**src/rtl/mem_rr_arbiter.sv**
```systemverilog
// mem_rr_arbiter: round-robin arbiter sharing one single-port memory among
// NUM_REQ requesters. Ports: clk, rst_n (async, active low); requester side
// req/req_we/req_addr/req_wdata (+ req_lock with MEM_ARB_LOCK_EN) in, gnt/rvalid
// one-hot pulses and rdata out; memory side mem_we/mem_addr/mem_wdata out and
// mem_rdata in (registered in the target, 1-cycle latency).
// Optional feature macro: MEM_ARB_LOCK_EN (locked repeat grants, capped at MAX_LOCK).
module mem_rr_arbiter #(
   parameter int NUM_REQ  = 4,
   parameter int ADDR_W   = 4,
   parameter int DATA_W   = 8,
   parameter int MAX_LOCK = 4
) (
   input  logic                      clk,
   input  logic                      rst_n,
   input  logic [NUM_REQ-1:0]        req,
   input  logic [NUM_REQ-1:0]        req_we,
   input  logic [NUM_REQ*ADDR_W-1:0] req_addr,
   input  logic [NUM_REQ*DATA_W-1:0] req_wdata,
`ifdef MEM_ARB_LOCK_EN
   input  logic [NUM_REQ-1:0]        req_lock,
`endif
   output logic [NUM_REQ-1:0]        gnt,
   output logic [NUM_REQ-1:0]        rvalid,
   output logic [DATA_W-1:0]         rdata,
   output logic                      mem_we,
   output logic [ADDR_W-1:0]         mem_addr,
   output logic [DATA_W-1:0]         mem_wdata,
   input  logic [DATA_W-1:0]         mem_rdata
);

   localparam int IW = (NUM_REQ > 1) ? $clog2(NUM_REQ) : 1;

   typedef enum logic [1:0] {IDLE, ISSUE, WAIT} state_t;

   state_t             state, state_nx;
   logic [IW-1:0]      last_gnt;
   logic [IW-1:0]      pick;
   logic [IW-1:0]      idx;
   logic [IW-1:0]      win;
   logic               found;
   logic               any;
   logic               take;
   logic [NUM_REQ-1:0] win_oh;

   // scan starts one past the previous winner and wraps
   always_comb begin
      found = 1'b0;
      pick  = '0;
      idx   = '0;
      for (int k = 1; k <= NUM_REQ; k++) begin
         idx = IW'((int'(last_gnt) + k) % NUM_REQ);
         if (!found && req[idx]) begin
            found = 1'b1;
            pick  = idx;
         end
      end
   end

`ifdef MEM_ARB_LOCK_EN
   localparam int LW = $clog2(MAX_LOCK + 1);

   logic [LW-1:0] lock_cnt;
   logic          lock_prev;
   logic          lock_hit;

   // a locked winner that still requests keeps the memory until the cap
   assign lock_hit = lock_prev && req[last_gnt] &&
                     (lock_cnt < LW'(MAX_LOCK));
   assign win = lock_hit ? last_gnt : pick;
   assign any = lock_hit || found;

   always_ff @(posedge clk or negedge rst_n) begin
      if (!rst_n) begin
         lock_cnt  <= '0;
         lock_prev <= 1'b0;
      end else if (take) begin
         lock_prev <= req_lock[win];
         if (!req_lock[win])
            lock_cnt <= '0;
         else if (lock_hit)
            lock_cnt <= lock_cnt + LW'(1);
         else
            lock_cnt <= LW'(1);
      end
   end
`else
   assign win = pick;
   assign any = found;
`endif

   always_comb begin
      win_oh      = '0;
      win_oh[win] = 1'b1;
   end

   always_ff @(posedge clk or negedge rst_n) begin
      if (!rst_n)
         state <= IDLE;
      else
         state <= state_nx;
   end

   always_comb begin
      state_nx = state;
      take     = 1'b0;
      unique case (state)
         IDLE: begin
            if (any) begin
               state_nx = ISSUE;
               take     = 1'b1;
            end
         end
         ISSUE:   state_nx = mem_we ? IDLE : WAIT;
         WAIT:    state_nx = IDLE;
         default: state_nx = IDLE;
      endcase
   end

   // last_gnt doubles as the current winner while in ISSUE/WAIT
   always_ff @(posedge clk or negedge rst_n) begin
      if (!rst_n) begin
         gnt       <= '0;
         mem_we    <= 1'b0;
         mem_addr  <= '0;
         mem_wdata <= '0;
         last_gnt  <= IW'(NUM_REQ - 1);
      end else if (take) begin
         gnt       <= win_oh;
         mem_we    <= req_we[win];
         mem_addr  <= req_addr[int'(win)*ADDR_W +: ADDR_W];
         mem_wdata <= req_wdata[int'(win)*DATA_W +: DATA_W];
         last_gnt  <= win;
      end else if (state == ISSUE) begin
         gnt    <= '0;
         mem_we <= 1'b0;
      end
   end

   always_comb begin
      rvalid = '0;
      if (state == WAIT)
         rvalid[last_gnt] = 1'b1;
   end

   assign rdata = mem_rdata;

endmodule

```
**config.mk**
```make
export PLATFORM = sky130hd
export DESIGN_NAME = mem_rr_arbiter
export DESIGN_NICKNAME = d
export VERILOG_FILES = /design/src/rtl/mem_rr_arbiter.sv
export SDC_FILE = /design/constraint.sdc
export NUM_CORES = 1
export LEC_CHECK = 0
export CAP_MARGIN = 25
export CORE_MARGIN = 1
export CORE_UTILIZATION = 42
export CTS_BUF_LIST = sky130_fd_sc_hd__clkbuf_4 sky130_fd_sc_hd__clkbuf_8 sky130_fd_sc_hd__clkbuf_16
export DETAILED_ROUTE_END_ITERATION = 10
export GPL_ROUTABILITY_DRIVEN = 0
export HOLD_SLACK_MARGIN = 0.15
export PLACE_DENSITY = 0.87
export SKIP_LAST_GASP = 1
export SLEW_MARGIN = 20
export SYNTH_ARGS = -nofsm -noshare
export SYNTH_HDL_FRONTEND = slang
export SYNTH_SLANG_ARGS = --single-unit
```
**constraint.sdc**
```tcl
create_clock -name clk -period 7.15 [get_ports clk]
set_input_delay 1.43 -clock clk [delete_from_list [all_inputs] [get_ports clk]]
set_output_delay 1.43 -clock clk [all_outputs]
set_load 0.02 [all_outputs]
```
Word-level counts from Yosys, hierarchy flattened
Cells that the tools add are included.
Storage, ports and cells
  latch bits: 0
  output and inout port bits: 29
  bits in registers: 21
  memory bits (read-only): 0
  memories: 0
  word-level logic and storage cells: 65
  memory bits (writable): 0
Operators by class
  $mul: 0
  order comparisons: 8
  $add $sub $neg: 4
  reductions and logical operators: 10
  shift-type cells: 2
  mux-type cells: 32
  div/mod/pow operators: 0
  bitwise gates (word level): 0
  eq/ne operators: 3
Operator list (number)
  $shiftx 32x6->8: 1
  $lt 2x3->1 const B: 6
  $shiftx 16x5->4: 1
  $mux 1: 15
  $mux 2: 6
  $mux 4: 3
  $bmux 1 s2: 5
  $logic_and 1x1->1: 5
  $add 2x1->2 const B: 2
  $add 2x2->2 const B: 2
  $demux 1 s2: 2
  $ge 2x1->1 const B: 2
  $pmux 2 s2: 1
  $logic_not 1->1: 3
  $eq 2x1->1 const B: 1
  $eq 2x2->1 const B: 1
  $logic_not 2->1: 1
  $ne 2x2->1 const B: 1
  $reduce_bool 2->1: 1

Longest topological paths before layout
  word-level depth: 18
  gate-level depth with buffers: 11
  depth with buffers taken out: 8

Worst setup path before layout
No wires, ideal clock.
  kind: input -> register
  from: input req[2]
  to: register mem_wdata[0]
  path buffers: 1
  arrival: 2939 ps
  required time: 7055 ps
  setup slack: 4116 ps
  setup time: 95 ps
  cell stages on the path: 7
  cells stage by stage: mux4_1 nand2b_1 nand3_1 o221ai_2 buf_4 nor3b_2 o32ai_2
Between the ends
  word-level cells in the longest chain between the ends: 14
  elaborated cells on any way between the ends: 25
  those cells by class: 1 x shift; 18 x mux; 6 x reduce/logical
RTL lines
  from (decl): RTL line 15  | input logic [NUM_REQ-1:0] req,
  parallel branches: the longest is 14 deep, another holds $bmux 1 s2
  to (signal assigned): RTL line 131  | mem_wdata <= req_wdata[int'(win)*DATA_W +: DATA_W];
  to (decl): RTL line 27  | output logic [DATA_W-1:0] mem_wdata,
Parallel ways; which one is timed is not known. The select of a mux whose other input is x is not followed.
A chain may end at the register's enable or synchronous reset.

Worst setup path in the final report
  from: input req[2]
  to: register mem_addr[1]
Between the ends
  word-level cells in the longest chain between the ends: 14
  elaborated cells on any way between the ends: 25
  those cells by class: 1 x shift; 18 x mux; 6 x reduce/logical
RTL lines
  parallel branches: the longest is 14 deep, another holds $bmux 1 s2
  to (signal assigned): RTL line 130  | mem_addr <= req_addr[int'(win)*ADDR_W +: ADDR_W];
  to (decl): RTL line 26  | output logic [ADDR_W-1:0] mem_addr,
Parallel ways; which one is timed is not known. The select of a mux whose other input is x is not followed.

==> run_results.csv <==
group,metric,value,unit
floorplanning,start_util,45.1,%
global_routing,grt_pass1_vias,1379,
clock_tree,post_cts_resized,0,
clock_tree,root_buffer,"clkbuf_8",
sta,setup_violations,0,
floorplanning,die_w,65.7,um
yosys,synth.most_common_cell,"mux2i_1",
sta,tns,0,ps
floorplanning,die_h,65.7,um
yosys,synth_nets,227,
sta,relSlewSlack,40.5,%
power_and_ir_drop,power.leakage,0.00101,uW
layout,fill_cells,327,
worst_setup_path,crit_required,7260,ps
yosys,netlist_area,1700,um^2
yosys,synthArstFlopShare,100,%
drt,routed_wl,4010,um
drt,ant_nets,0,
sta,fin_skew,3.58,ps
clock_tree,holdBufCountCts,0,
worst_setup_path,critPathKind,"input pin to flip-flop",
yosys,synth_seq_cells,21,
layout,areaGrowthSynthToFinish,43.8,%
drt,wl_per_cell,14.8,um
global_routing,grt_util_all_layers,19.5,%
sta,clock.fmax,242,MHz
yosys,synth-seq-area-share,31.0,%
clock_tree,clock_sinks,21,
clock_tree,postCtsSetupRepairBufs,0,
global_routing,overflow,0,
run,cap_violations,0,
yosys,avgSynthCellArea,10.8,um^2
sta,rsz0062_at_grt,"false",
sta,drv_slew,0,
yosys,ys_types,41,
worst_setup_path,crit_path_start_kind,"input pin",
yosys,synth-edff-count,0,
clock_tree,clkLatencyLatePin,260,ps
layout,drive_gt1_share,14.4,%
place,port_buffers,78,
floorplanning,io_pins,95,
layout,seqCellArea,528,um^2
clock_tree,path_clk_slew,80,ps
power_and_ir_drop,vdd_drop_max,0.000315,V
place,post-dp-hpwl,3070,um
sta,hold_viol,0,
worst_setup_path,cp-end-kind,"flip-flop",
drt,dr.pass1.iters,4,
layout,antennaDiodeCount,0,
floorplanning,die-area,4310,um^2
outcome,status,"complete, no violations",
worst_setup_path,crit_path_max_fanout,24,
yosys,synth_area_leaders,"dfrtp_1 (28%), mux2i_1 (13%), o32ai_2 (6.7%), buf_6 (4.6%), buf_4 (4.4%)",
floorplanning,row_count,22,
drt,vias_per_cell,5.43,
worst_setup_path,arrival,4240,ps
yosys,ys.flop_type,"dfrtp_1",
clock_tree,numCtsBuffers,3,
global_routing,antenna_found_initial,0,
drt,drcViolationCount,0,
layout,multi_input_area,987,um^2
clock_tree,cts_tree,"yes",
sta,final.period_utilization,57.7,%
yosys,yosys.area.top_type,"dfrtp_1",
clock_tree,h-tree-depth,1,
yosys,synth_top_cell_area_share,27.9,%
floorplanning,coreArea,3770,um^2
layout,final_nets,293,
yosys,synthCells,157,
hold_path,hp-class,"flip-flop to flip-flop",
drt,initialDrtViolationCount,58,
sta,final.min_clock_period,4130,ps
sta,tightest_slew,893,ps
yosys,ys_top_cells_by_count,"mux2i_1 (22), dfrtp_1 (19), buf_4 (10), nand2_1 (10), nor3_1 (9)",
global_routing,grt_pass1_wl,6460,um
drt,vias,1467,
clock_tree,clk_path_buf_depth,2,
power_and_ir_drop,power.total,1240,uW
power_and_ir_drop,power.density,505,nW/um^2
yosys,synth.yosys.warnings,0,
global_routing,grt_max_degree,27,
[sequential cells by signal, summed over array words and instances (netlist names)]
signal and flops:
gnt 4, last_gnt 2, mem_addr 4, mem_wdata 8
mem_we 1, state 2
[path summary, 6_finish.rpt]
kind	depth (start not counted)	start	to	slack, ps
min reg2reg	1	state[1]	state[1]	480
max in group asynchronous	2	rst_n	last_gnt[0]	5230
max	6	req[2]	mem_addr[1]	3020
max reg2reg	7	last_gnt[0]	mem_addr[1]	3580
min in group asynchronous	1	rst_n	gnt[0]	1420
min	1	state[1]	state[1]	480
[where the power goes]
part	internal [uW]	switching (uW)	total [uW]
combinational	435	483	918
clock	38.9	40.6	79.5
sequential	187	51.7	239
[placed cells by master, fill, tap and decap left out, types with 2 or more instances in the layout]
cell type / instances
clkdlybuf4s50_1: 78
mux2i_1: 22
dfrtp_1: 19
nand2_1: 10
nor3_1: 9
nor3b_1: 7
o21ai_1: 7
o32ai_2: 7
o221ai_1: 6
inv_1: 4
and2_1: 4
ha_1: 4
mux4_2: 3
nand2b_1: 3
nor2_1: 3
clkbuf_8: 3
nor2b_1: 2
inv_2: 2
o21ai_0: 2
nor3b_2: 2
o21ai_2: 2
a22o_1: 2
dfstp_2: 2
[per-stage QoR]
step           cell area (um^2)  setup WS (ps)  cells  hold slack, ps  util, %
3_3_place_gp               2390           2830    265             459     63.3
2_1_floorplan              1700           4120    157             441        -
6_report                   2450           3020    270             476     64.9
5_1_grt                    2450           2880    270             497     64.9
3_5_place_dp               2390           2770    265             469     63.3
4_1_cts                    2430           3030    269             479     64.5
[final cells by class]
type | count | area share (%)
clock buffers | 3 | 1.69
repair buffers | 80 | 32.8
flip-flops and latches | 21 | 21.6
clock inverters | 1 | 0.204
inverters | 6 | 0.920
well taps | 48 | 2.45
multi-input cells | 111 | 40.3
[routing by layer]
metal / global-route usage [%] / routed length [um] / vias up
li1: - / - / 712
met1: 25.9 / 1750 / 693
met2: 31.5 / 1980 / 54
met3: 2.26 / 210 / 8
met4: 8.70 / 70 / 0
met5: 0 / 0 / -
[worst max-delay path: stages]
cell	delay, ps
clkdlybuf4s50_1	510
mux4_1	620
nor4_2	270
or3_1	740
or2_0	440
o221ai_1	220
[cells by family (layout without fill, tap and decap cells)]
kind of cell	count (synthesis)	in the layout	synth area share [%]
buffers and inverters	25	90	11.0
muxes	26	26	18.5
adders and majority gates	4	4	2.94
and+or+nand+nor	45	45	15.5
AOI/OAI and AO/OA	36	36	21.1
DFF	21	21	31.0
(Power assumes the default switching activity.)
